## config.mk

```make
export PLATFORM = sky130hd
export DESIGN_NAME = matrix_fb_writer
export DESIGN_NICKNAME = d
export VERILOG_FILES = /design/src/rtl/matrix_pkg.sv /design/src/rtl/fb_plane.sv /design/src/rtl/matrix_fb_writer.sv
export SDC_FILE = /design/constraint.sdc
export NUM_CORES = 1
export LEC_CHECK = 0
export CAP_MARGIN = 30
export CORE_UTILIZATION = 61
export DETAILED_ROUTE_END_ITERATION = 8
export PLACE_DENSITY = 0.89
export SKIP_LAST_GASP = 1
export SYNTH_ARGS = -nofsm -noshare
export SYNTH_HDL_FRONTEND = slang
export SYNTH_SLANG_ARGS = --single-unit
```

## constraint.sdc

```tcl
create_clock -name clk -period 5.7 [get_ports clk]
set_clock_uncertainty 0.15 [all_clocks]
set_input_delay 1.14 -clock clk [delete_from_list [all_inputs] [get_ports clk]]
set_output_delay 1.14 -clock clk [all_outputs]
set_load 0.03 [all_outputs]
```

## src/rtl/matrix_pkg.sv

```systemverilog
// Shared definitions for the LED-matrix frame-buffer writer: opcodes,
// colour-plane bit positions, FSM state encoding and default dimension.
package matrix_pkg;

    localparam int N_DEFAULT = 8;

    localparam logic [1:0] OP_SET_PIX = 2'b00;
    localparam logic [1:0] OP_CLR_PIX = 2'b01;
    localparam logic [1:0] OP_WR_ROW  = 2'b10;
    localparam logic [1:0] OP_CLR_ALL = 2'b11;

    localparam int COL_G = 0;
    localparam int COL_R = 1;

    typedef enum logic {
        ST_IDLE  = 1'b0,
        ST_CLEAR = 1'b1
    } state_t;

endpackage

```

## src/rtl/fb_plane.sv

```systemverilog
// One colour plane of the frame buffer: N rows of N bits held in flops.
// A write updates only the bits of row i_row selected by i_mask.
module fb_plane #(
    parameter int N  = 8,
    parameter int AW = $clog2(N)
) (
    input  logic                clk,
    input  logic                rst,
    input  logic                i_we,
    input  logic [AW-1:0]       i_row,
    input  logic [N-1:0]        i_mask,
    input  logic [N-1:0]        i_data,
    output logic [N-1:0][N-1:0] o_rows
);

    logic [N-1:0][N-1:0] r_rows;

    // Masked read-modify-write of the addressed row.
    // NOTE: the plane is a small flop array rather than a RAM, so it can (and
    // must) be cleared by reset; sequential state always uses <= so every
    // reader sees the pre-edge value.
    always_ff @(posedge clk or posedge rst) begin
        if (rst) begin
            r_rows <= '0;
        end else if (i_we) begin
            r_rows[i_row] <= (r_rows[i_row] & ~i_mask) | (i_data & i_mask);
        end
    end

    assign o_rows = r_rows;

endmodule

```

## src/rtl/matrix_fb_writer.sv

```systemverilog
// Write-side front end of the 8x8 dual-colour LED matrix. Applies pixel,
// row and clear commands to a green/red frame buffer, serves the row
// scanner through a registered scan port and flags red-on-green collisions.
// Optional build macro FB_DOUBLE_BUFFER_EN adds front/back buffers and a
// swap input; commands target the back buffer, scan and hit read the front.
module matrix_fb_writer
    import matrix_pkg::*;
#(
    parameter int N  = N_DEFAULT,
    parameter int AW = $clog2(N)
) (
    input  logic          clk,
    input  logic          rst,
    input  logic          cmd_valid,
    output logic          cmd_ready,
    input  logic [1:0]    cmd_op,
    input  logic [AW-1:0] cmd_x,
    input  logic [AW-1:0] cmd_y,
    input  logic [1:0]    cmd_color,
    input  logic [N-1:0]  cmd_data,
    input  logic [AW-1:0] scan_row,
`ifdef FB_DOUBLE_BUFFER_EN
    input  logic          swap,
`endif
    output logic [N-1:0]  scan_green,
    output logic [N-1:0]  scan_red,
    output logic          busy,
    output logic          hit,
    input  logic          hit_clr
);

    state_t              r_state;
    state_t              w_state_next;
    logic [AW-1:0]       r_clr_row;
    logic                w_accept;
    logic                w_clr_last;
    logic                w_hit_set;
    logic                w_wr_g;
    logic                w_wr_r;
    logic [AW-1:0]       w_wr_row;
    logic [N-1:0]        w_wr_mask;
    logic [N-1:0]        w_wr_data;
    logic [N-1:0]        w_bit;
    logic [N-1:0]        w_g_row;
    logic [N-1:0]        w_r_row;
    logic [N-1:0][N-1:0] w_front_g;
    logic [N-1:0][N-1:0] w_front_r;

    assign w_accept   = cmd_valid & cmd_ready;
    assign w_clr_last = (r_state == ST_CLEAR) && (r_clr_row == AW'(N - 1));
    assign w_bit      = N'(1) << cmd_x;
    assign w_g_row    = w_front_g[cmd_y];
    assign w_r_row    = w_front_r[cmd_y];

    // State register.
    always_ff @(posedge clk or posedge rst) begin
        if (rst) r_state <= ST_IDLE;
        else     r_state <= w_state_next;
    end

    // Next state and handshake outputs; CLEAR lasts exactly N cycles.
    // NOTE: every combinational output gets a default first so no latch is inferred.
    always_comb begin
        w_state_next = r_state;
        cmd_ready    = 1'b0;
        busy         = 1'b0;
        case (r_state)
            ST_IDLE: begin
                cmd_ready = 1'b1;
                if (cmd_valid && cmd_op == OP_CLR_ALL) w_state_next = ST_CLEAR;
            end
            ST_CLEAR: begin
                busy = 1'b1;
                if (w_clr_last) w_state_next = ST_IDLE;
            end
            default: w_state_next = ST_IDLE;
        endcase
    end

    // Row pointer of the clear sweep; wraps back to 0 after row N-1.
    always_ff @(posedge clk or posedge rst) begin
        if (rst)                      r_clr_row <= '0;
        else if (r_state == ST_CLEAR) r_clr_row <= r_clr_row + 1'b1;
    end

    // Decode the accepted command (or the clear sweep) into a masked row write.
    always_comb begin
        w_wr_row  = cmd_y;
        w_wr_mask = '0;
        w_wr_data = '0;
        w_wr_g    = 1'b0;
        w_wr_r    = 1'b0;
        if (r_state == ST_CLEAR) begin
            w_wr_row  = r_clr_row;
            w_wr_mask = '1;
            w_wr_g    = 1'b1;
            w_wr_r    = 1'b1;
        end else if (w_accept) begin
            w_wr_g = cmd_color[COL_G];
            w_wr_r = cmd_color[COL_R];
            case (cmd_op)
                OP_SET_PIX: begin
                    w_wr_mask = w_bit;
                    w_wr_data = '1;
                end
                OP_CLR_PIX: begin
                    w_wr_mask = w_bit;
                end
                OP_WR_ROW: begin
                    w_wr_mask = '1;
                    w_wr_data = cmd_data;
                end
                default: begin
                    w_wr_g = 1'b0;
                    w_wr_r = 1'b0;
                end
            endcase
        end
    end

    // Collision: a colour lands on a pixel lit in the other plane, either
    // already (pre-write front buffer) or by the same two-colour command.
    always_comb begin
        w_hit_set = 1'b0;
        if (w_accept) begin
            case (cmd_op)
                OP_SET_PIX: w_hit_set =
                    (cmd_color[COL_R] & (w_g_row[cmd_x] | cmd_color[COL_G])) |
                    (cmd_color[COL_G] & w_r_row[cmd_x]);
                OP_WR_ROW: w_hit_set =
                    (cmd_color[COL_R] & (|(cmd_data & w_g_row))) |
                    (cmd_color[COL_G] & (|(cmd_data & w_r_row))) |
                    (cmd_color[COL_R] & cmd_color[COL_G] & (|cmd_data));
                default: w_hit_set = 1'b0;
            endcase
        end
    end

    // Sticky collision flag; a new hit beats a simultaneous clear.
    always_ff @(posedge clk or posedge rst) begin
        if (rst)            hit <= 1'b0;
        else if (w_hit_set) hit <= 1'b1;
        else if (hit_clr)   hit <= 1'b0;
    end

    // Registered scan port, reads the buffer before this edge's write.
    always_ff @(posedge clk or posedge rst) begin
        if (rst) begin
            scan_green <= '0;
            scan_red   <= '0;
        end else begin
            scan_green <= w_front_g[scan_row];
            scan_red   <= w_front_r[scan_row];
        end
    end

`ifdef FB_DOUBLE_BUFFER_EN
    logic                r_front_sel;
    logic                r_swap_pend;
    logic                r_clr_tgt;
    logic                w_tgt_sel;
    logic [N-1:0][N-1:0] w_g0;
    logic [N-1:0][N-1:0] w_r0;
    logic [N-1:0][N-1:0] w_g1;
    logic [N-1:0][N-1:0] w_r1;

    // The clear sweep keeps targeting the buffer that was back when it began.
    assign w_tgt_sel = (r_state == ST_CLEAR) ? r_clr_tgt : ~r_front_sel;
    assign w_front_g = r_front_sel ? w_g1 : w_g0;
    assign w_front_r = r_front_sel ? w_r1 : w_r0;

    // Buffer swap: immediate in IDLE, deferred to the end of a clear sweep.
    always_ff @(posedge clk or posedge rst) begin
        if (rst) begin
            r_front_sel <= 1'b0;
            r_swap_pend <= 1'b0;
            r_clr_tgt   <= 1'b0;
        end else if (r_state == ST_IDLE) begin
            if (swap) r_front_sel <= ~r_front_sel;
            if (w_accept && cmd_op == OP_CLR_ALL) r_clr_tgt <= ~r_front_sel;
        end else if (w_clr_last) begin
            if (r_swap_pend || swap) r_front_sel <= ~r_front_sel;
            r_swap_pend <= 1'b0;
        end else if (swap) begin
            r_swap_pend <= 1'b1;
        end
    end

    fb_plane #(.N(N), .AW(AW)) u_green0 (
        .clk(clk), .rst(rst), .i_we(w_wr_g & ~w_tgt_sel), .i_row(w_wr_row),
        .i_mask(w_wr_mask), .i_data(w_wr_data), .o_rows(w_g0)
    );
    fb_plane #(.N(N), .AW(AW)) u_red0 (
        .clk(clk), .rst(rst), .i_we(w_wr_r & ~w_tgt_sel), .i_row(w_wr_row),
        .i_mask(w_wr_mask), .i_data(w_wr_data), .o_rows(w_r0)
    );
    fb_plane #(.N(N), .AW(AW)) u_green1 (
        .clk(clk), .rst(rst), .i_we(w_wr_g & w_tgt_sel), .i_row(w_wr_row),
        .i_mask(w_wr_mask), .i_data(w_wr_data), .o_rows(w_g1)
    );
    fb_plane #(.N(N), .AW(AW)) u_red1 (
        .clk(clk), .rst(rst), .i_we(w_wr_r & w_tgt_sel), .i_row(w_wr_row),
        .i_mask(w_wr_mask), .i_data(w_wr_data), .o_rows(w_r1)
    );
`else
    fb_plane #(.N(N), .AW(AW)) u_green (
        .clk(clk), .rst(rst), .i_we(w_wr_g), .i_row(w_wr_row),
        .i_mask(w_wr_mask), .i_data(w_wr_data), .o_rows(w_front_g)
    );
    fb_plane #(.N(N), .AW(AW)) u_red (
        .clk(clk), .rst(rst), .i_we(w_wr_r), .i_row(w_wr_row),
        .i_mask(w_wr_mask), .i_data(w_wr_data), .o_rows(w_front_r)
    );
`endif

endmodule

```

==> results of run 1 <==
[per-stage QoR]
stage               hold slack (ns)  total power, mW  utilization  setup slack (ns)
floorplan                     0.333             3.60            -             0.402
global placement              0.368             4.24        0.667              1.44
detailed placement            0.377             4.41        0.670              1.30
CTS                           0.389             5.65        0.715              1.66
global route                  0.406             5.97        0.717              1.41
finish                        0.391             5.74        0.717              1.46
[kinds of logic (layout without fill, tap and decap cells)]
logic type	after synthesis	count (layout)	share of synthesized area
AOI/OAI and AO/OA	197	197	0.153
xor gates and xnor gates	1	1	0.00100
adders and majority gates	2	2	0.00287
buffers and inverters	72	114	0.0376
DFF	149	149	0.427
muxes	181	181	0.303
and+or+nand+nor	155	155	0.0751
[sequential cells by signal, summed over array words and instances (netlist names)]
register        flops
u_green.o_rows     64
scan_green          8
r_clr_row           3
r_state             1
u_red.o_rows       64
scan_red            8
hit                 1
[how the worst max path moves through the flow]
stage,startpoint,endpoint,cells after the start
6_report,cmd_y[2],u_red.o_rows[28],8
5_1_grt,cmd_y[2],u_red.o_rows[54],7
4_1_cts,cmd_y[2],u_green.o_rows[51],7
3_5_place_dp,cmd_y[2],u_green.o_rows[34],7
3_3_place_gp,cmd_y[2],u_green.o_rows[50],7
2_1_floorplan,rst,hit,1
[per-layer routing]
layer,routed length (um),track usage,share of wire
met1,9780,0.490,0.37
met2,12700,0.604,0.48
met3,2670,0.101,0.10
met4,1520,0.218,0.057
met5,0,0,0
[final cells by class]
cell class | count | area (sq um)
Fill cell | 939 | 3940
Tap cell | 180 | 225
Multi-Input combinational cell | 536 | 4670
Inverter | 9 | 38.8
Clock inverter | 9 | 149
Timing Repair Buffer | 74 | 693
Sequential cell | 149 | 3730
Clock buffer | 22 | 484
[worst max-delay path, delay by kind of cell]
kind / cells / cell delay (ns)
muxes: 1 / 0.30
buffers and inverters: 1 / 0.42
and+or+nand+nor: 3 / 0.91
AOI/OAI and AO/OA: 3 / 1.67
[cell usage in the layout (no fill, tap or decap), types with 17 or more instances in the layout]
| cell | instances |
|---|---|
| mux4_2 | 51 |
| clkbuf_16 | 17 |
| a221oi_1 | 19 |
| buf_4 | 28 |
| dfrtp_1 | 149 |
| o21ai_0 | 17 |
| a22oi_1 | 49 |
| nor2_1 | 81 |
| clkdlybuf4s50_1 | 41 |
| mux2_2 | 104 |
| a21oi_1 | 63 |
| nand2_1 | 44 |
| mux2i_1 | 22 |
[power by group]
group | switching (mW) | internal [mW] | total [mW]
Clock | 0.436 | 0.774 | 1.21
Combinational | 1.31 | 1.13 | 2.44
Sequential | 0.561 | 1.53 | 2.09
Total | 2.31 | 3.43 | 5.74
==> results_dict.tcl, run 1 <==
set metrics [dict create \
    ys_top_cells_by_area "dfrtp_1 43%, mux2_2 13%, mux4_2 13%, a22oi_1 4.2%, a21oi_1 3.6%" \
    clkLatencyLatePin_ns 0.44 \
    critical_path_required_ns 5.92 \
    synth-edff-count 0 \
    path_cells "clkdlybuf4s50_1 -> nor2_1 -> a22o_1 -> and2_1 -> a22o_1 -> nor3_1 -> o21ai_0 -> mux2_2" \
    netlist.area_leader.share 0.427 \
    cts_buffer_depth 2 \
    grt_pass1_wl_um 41500 \
    nets 814 \
    antenna_found_initial 0 \
    synth.ff_latch_count 149 \
    via_count 7318 \
    overflow 0 \
    yosysMostFrequentCell "dfrtp_1" \
    status "finished, final reports clean" \
    synth_top_cell_by_area "dfrtp_1" \
    drt_iter0_markers 1082 \
    timing.final.max_slew_violations 0 \
    cts_buffers 17 \
    place_area_sq_um 9330 \
    max_cap_viol_count 0 \
    p_leak_nw 4.20 \
    h-tree-depth 4 \
    clk_pin_slew_worst_paths_ns 0.06 \
    path_class "in -> reg" \
    rows 43 \
    cp-start-kind "input pin" \
    path_max_fanout 16 \
    crit_path_frequent_cell "a22o_1" \
    hold_class "reg -> reg" \
    die-area_sq_um 14800 \
    rsz0062_at_grt "false" \
    rr_endpoint "u_red.o_rows[28]" \
    ys_types 50 \
    worst_hold_path.num_cells 1 \
    diodes 0 \
    ys_seq_area_frac 0.427 \
    cp-end-kind "flop" \
    ys_warn_count 0 \
    post_drt_wl_per_cell_um 27.2 \
    port_buffers 43 \
    antenna_left 0 \
    min_period_ns 4.24 \
    drt_pass1_iterations 6 \
    gp_congestion 0.969 \
    detail_route.drc_violations 0 \
    synthArstFlopShare 1.00 \
    fin_crit_sh 0.744 \
    ir_drop_uv 360 \
    design_area_sq_um 9990 \
    r2r_cells 7 \
    cts-resized-gates 0 \
    start_util 0.626 \
    place_inst 947 \
    routed_wl_um 26700 \
    cts_hold_buffers 0 \
    max_freq_ghz 0.236 \
    slew_headroom 0.272 \
    cts_root_buffer "clkbuf_16" \
    first_global_vias 7525 \
    vias_per_cell 7.47 \
    io_pins 44 \
    cts_tree "built" \
    netlist_instances 757 \
    core-area_sq_um 13900 \
    syn_area_per_cell_sq_um 11.5 \
    die_x_um 122 \
    critPathSlowestCell "a22o_1" \
    hold_viol 0 \
    reg2reg_setup_slack_ns 1.77 \
    die_h_um 122 \
    dp_hpwl_um 18000 \
    setup_viol 0 \
    synth_flop_cell "dfrtp_1" \
    layout-drive-gt1-share 0.279 \
    yosys-top-cells-count "149 x dfrtp_1, 104 x mux2_2, 81 x nor2_1" \
    grt_max_degree 115 \
    setup_tns_ns 0 \
    syn_nets 784 \
    stdcell_count 979 \
    cp.arrival_ns 4.46 \
    worstReg2RegStart "r_state" \
    hold_start "r_clr_row[0]" \
    syn_to_final_growth_pct 14.5 \
    grt_usage 0.386 \
    cts_sinks 149 \
    hold_path_end "r_clr_row[0]" \
    netlist_area_sq_um 8720 \
    powerDensity_nw_per_um2 574 \
    post_cts_buffers 0 \
    worst_pin_slew_ns 1.09 \
    cpPeakStageDelay_ns 0.78 \
]
Power figures use the tool's default switching activity.
==> run 2, diff against run 1 <==
Clock period 5.7 ns to 4 ns, I/O delays scaled along.
==> results_dict.tcl, run 2 (synthesized netlist as in run 1, its figures left out) <==
set metrics [dict create \
    status "finished, final reports clean" \
    vias_per_cell 7.48 \
    layout.area.seq_sq_um 3730 \
    core-area_sq_um 13900 \
    fin_crit_sh 0.891 \
    cp.arrival_ns 3.78 \
    die_h_um 122 \
    nets 837 \
    clk_pin_slew_worst_paths_ns 0.06 \
    power.internal_mw 4.77 \
    min_period_ns 3.56 \
    detail_route.drc_violations 0 \
    cts_tree "built" \
    gp_congestion 0.969 \
    drt_iter0_markers 1105 \
    hold_class "reg -> reg" \
    overflow 0 \
    post_drt_wl_per_cell_um 27.3 \
    worst_pin_slew_ns 0.797 \
    wirelength_met1_um 10000 \
    p_comb_frac 0.448 \
    grt_usage 0.395 \
    timing.final.max_slew_violations 0 \
    setup_tns_ns 0 \
    cts_buffer_depth 2 \
    antenna_left 0 \
    cts_hold_buffers 0 \
    drt_pass1_iterations 8 \
    h-tree-depth 4 \
    dr_wl_met2_um 12700 \
    mostFrequentLayoutCells "149 x dfrtp_1, 104 x mux2_2, 81 x nor2_1" \
    cp-end-kind "flop" \
    met3_wirelength_um 3260 \
    grt_pass1_wl_um 42700 \
    routed_wl_um 27400 \
    rsz0062_at_grt "false" \
    io_pins 44 \
    grt_max_degree 150 \
    ir_drop_uv 503 \
    slew_headroom 0.463 \
    design_area_sq_um 10100 \
    post_cts_buffers 0 \
    powerDensity_nw_per_um2 803 \
    path_class "in -> reg" \
    cts_buffers 17 \
    max_freq_ghz 0.281 \
    multi_input_area_sq_um 4670 \
    setup_viol 0 \
    n_fill_cell 900 \
    die_x_um 122 \
    switchingPower_mw 3.35 \
    first_global_vias 7549 \
    dp_hpwl_um 18500 \
    worst_hold_path.num_cells 1 \
    cp-start-kind "input pin" \
    start_util 0.626 \
    cts_sinks 149 \
    critical_path_required_ns 4.22 \
    r2r_cells 6 \
    clockPowerShare 0.187 \
    clkLatencyLatePin_ns 0.43 \
    path_max_fanout 13 \
    syn_to_final_growth_pct 15.9 \
    p_leak_nw 4.28 \
    max_cap_viol_count 0 \
    place_area_sq_um 9560 \
    swShare 0.412 \
    cts_root_buffer "clkbuf_16" \
    dr.max_layer_used "met4" \
    cts-resized-gates 0 \
    die-area_sq_um 14800 \
    layout-drive-gt1-share 0.298 \
    diodes 0 \
    hold_viol 0 \
    via_count 7502 \
    port_buffers 43 \
    antenna_found_initial 0 \
    layout_commonest_cell "dfrtp_1" \
    rows 43 \
    power_frac_seq 0.365 \
]
==> run 2: cell types whose count changed in the layout (fill, tap and decap cells not counted), sizes merged <==
cell and delta:
clkinvlp +3, bufinv -3, clkbuf -2, inv +1
buf +23, clkinv +2
==> run 2: layout make-up <==
class | count | share of cell area
Clock inverter | 12 | 0.0104
Clock buffer | 20 | 0.0442
Sequential cell | 149 | 0.369
Multi-Input combinational cell | 536 | 0.462
Inverter | 9 | 0.00371
Tap cell | 180 | 0.0223
Timing Repair Buffer | 97 | 0.0891
==> run 2: per-stage QoR <==
stage | cells | utilization | setup slack [ns] | hold slack, ns | total power [mW]
global placement | 971 | 0.686 | 0.236 | 0.373 | 6.20
global route | 1003 | 0.726 | 0.274 | 0.412 | 8.47
detailed placement | 971 | 0.686 | 0.174 | 0.376 | 6.42
CTS | 1003 | 0.726 | 0.523 | 0.389 | 8.01
finish | 1003 | 0.726 | 0.437 | 0.396 | 8.12
floorplan | 757 | - | 0.968 | 0.333 | 5.13
==> run 2: critical path, cell delays in order <==
cell and delay (ns):
clkdlybuf4s50_1 0.66, buf_4 0.30, mux2_2 0.30, and2_1 0.53
a221oi_1 0.20, o21ai_0 0.67, mux2_2 0.31
==> run 2: path summary, 6_finish.rpt <==
path	start	to	slack (ns)
max	cmd_y[0]	u_green.o_rows[18]	0.44
min	hit	hit	0.40
max reg2reg	r_state	u_green.o_rows[18]	0.72
min reg2reg	hit	hit	0.40
max in group asynchronous	rst	u_green.o_rows[11]	2.33
min in group asynchronous	rst	u_red.o_rows[50]	0.81
==> run 2: power groups by stage <==
stage	clock (mW)	combinational (mW)	sequential, mW
2_1_floorplan	0	2.34	2.79
3_5_place_dp	0	3.50	2.92
4_1_cts	1.53	3.57	2.92
5_1_grt	1.59	3.86	3.01
3_3_place_gp	0	3.36	2.84
6_report	1.52	3.64	2.97
==> run 2: routing by layer <==
| layer | GRT usage | up-vias |
|---|---|---|
| met4 | 0.224 | 0 |
| met2 | 0.603 | 661 |
| li1 | - | 3015 |
| met1 | 0.518 | 3688 |
| met3 | 0.0964 | 138 |
| met5 | 0 | - |
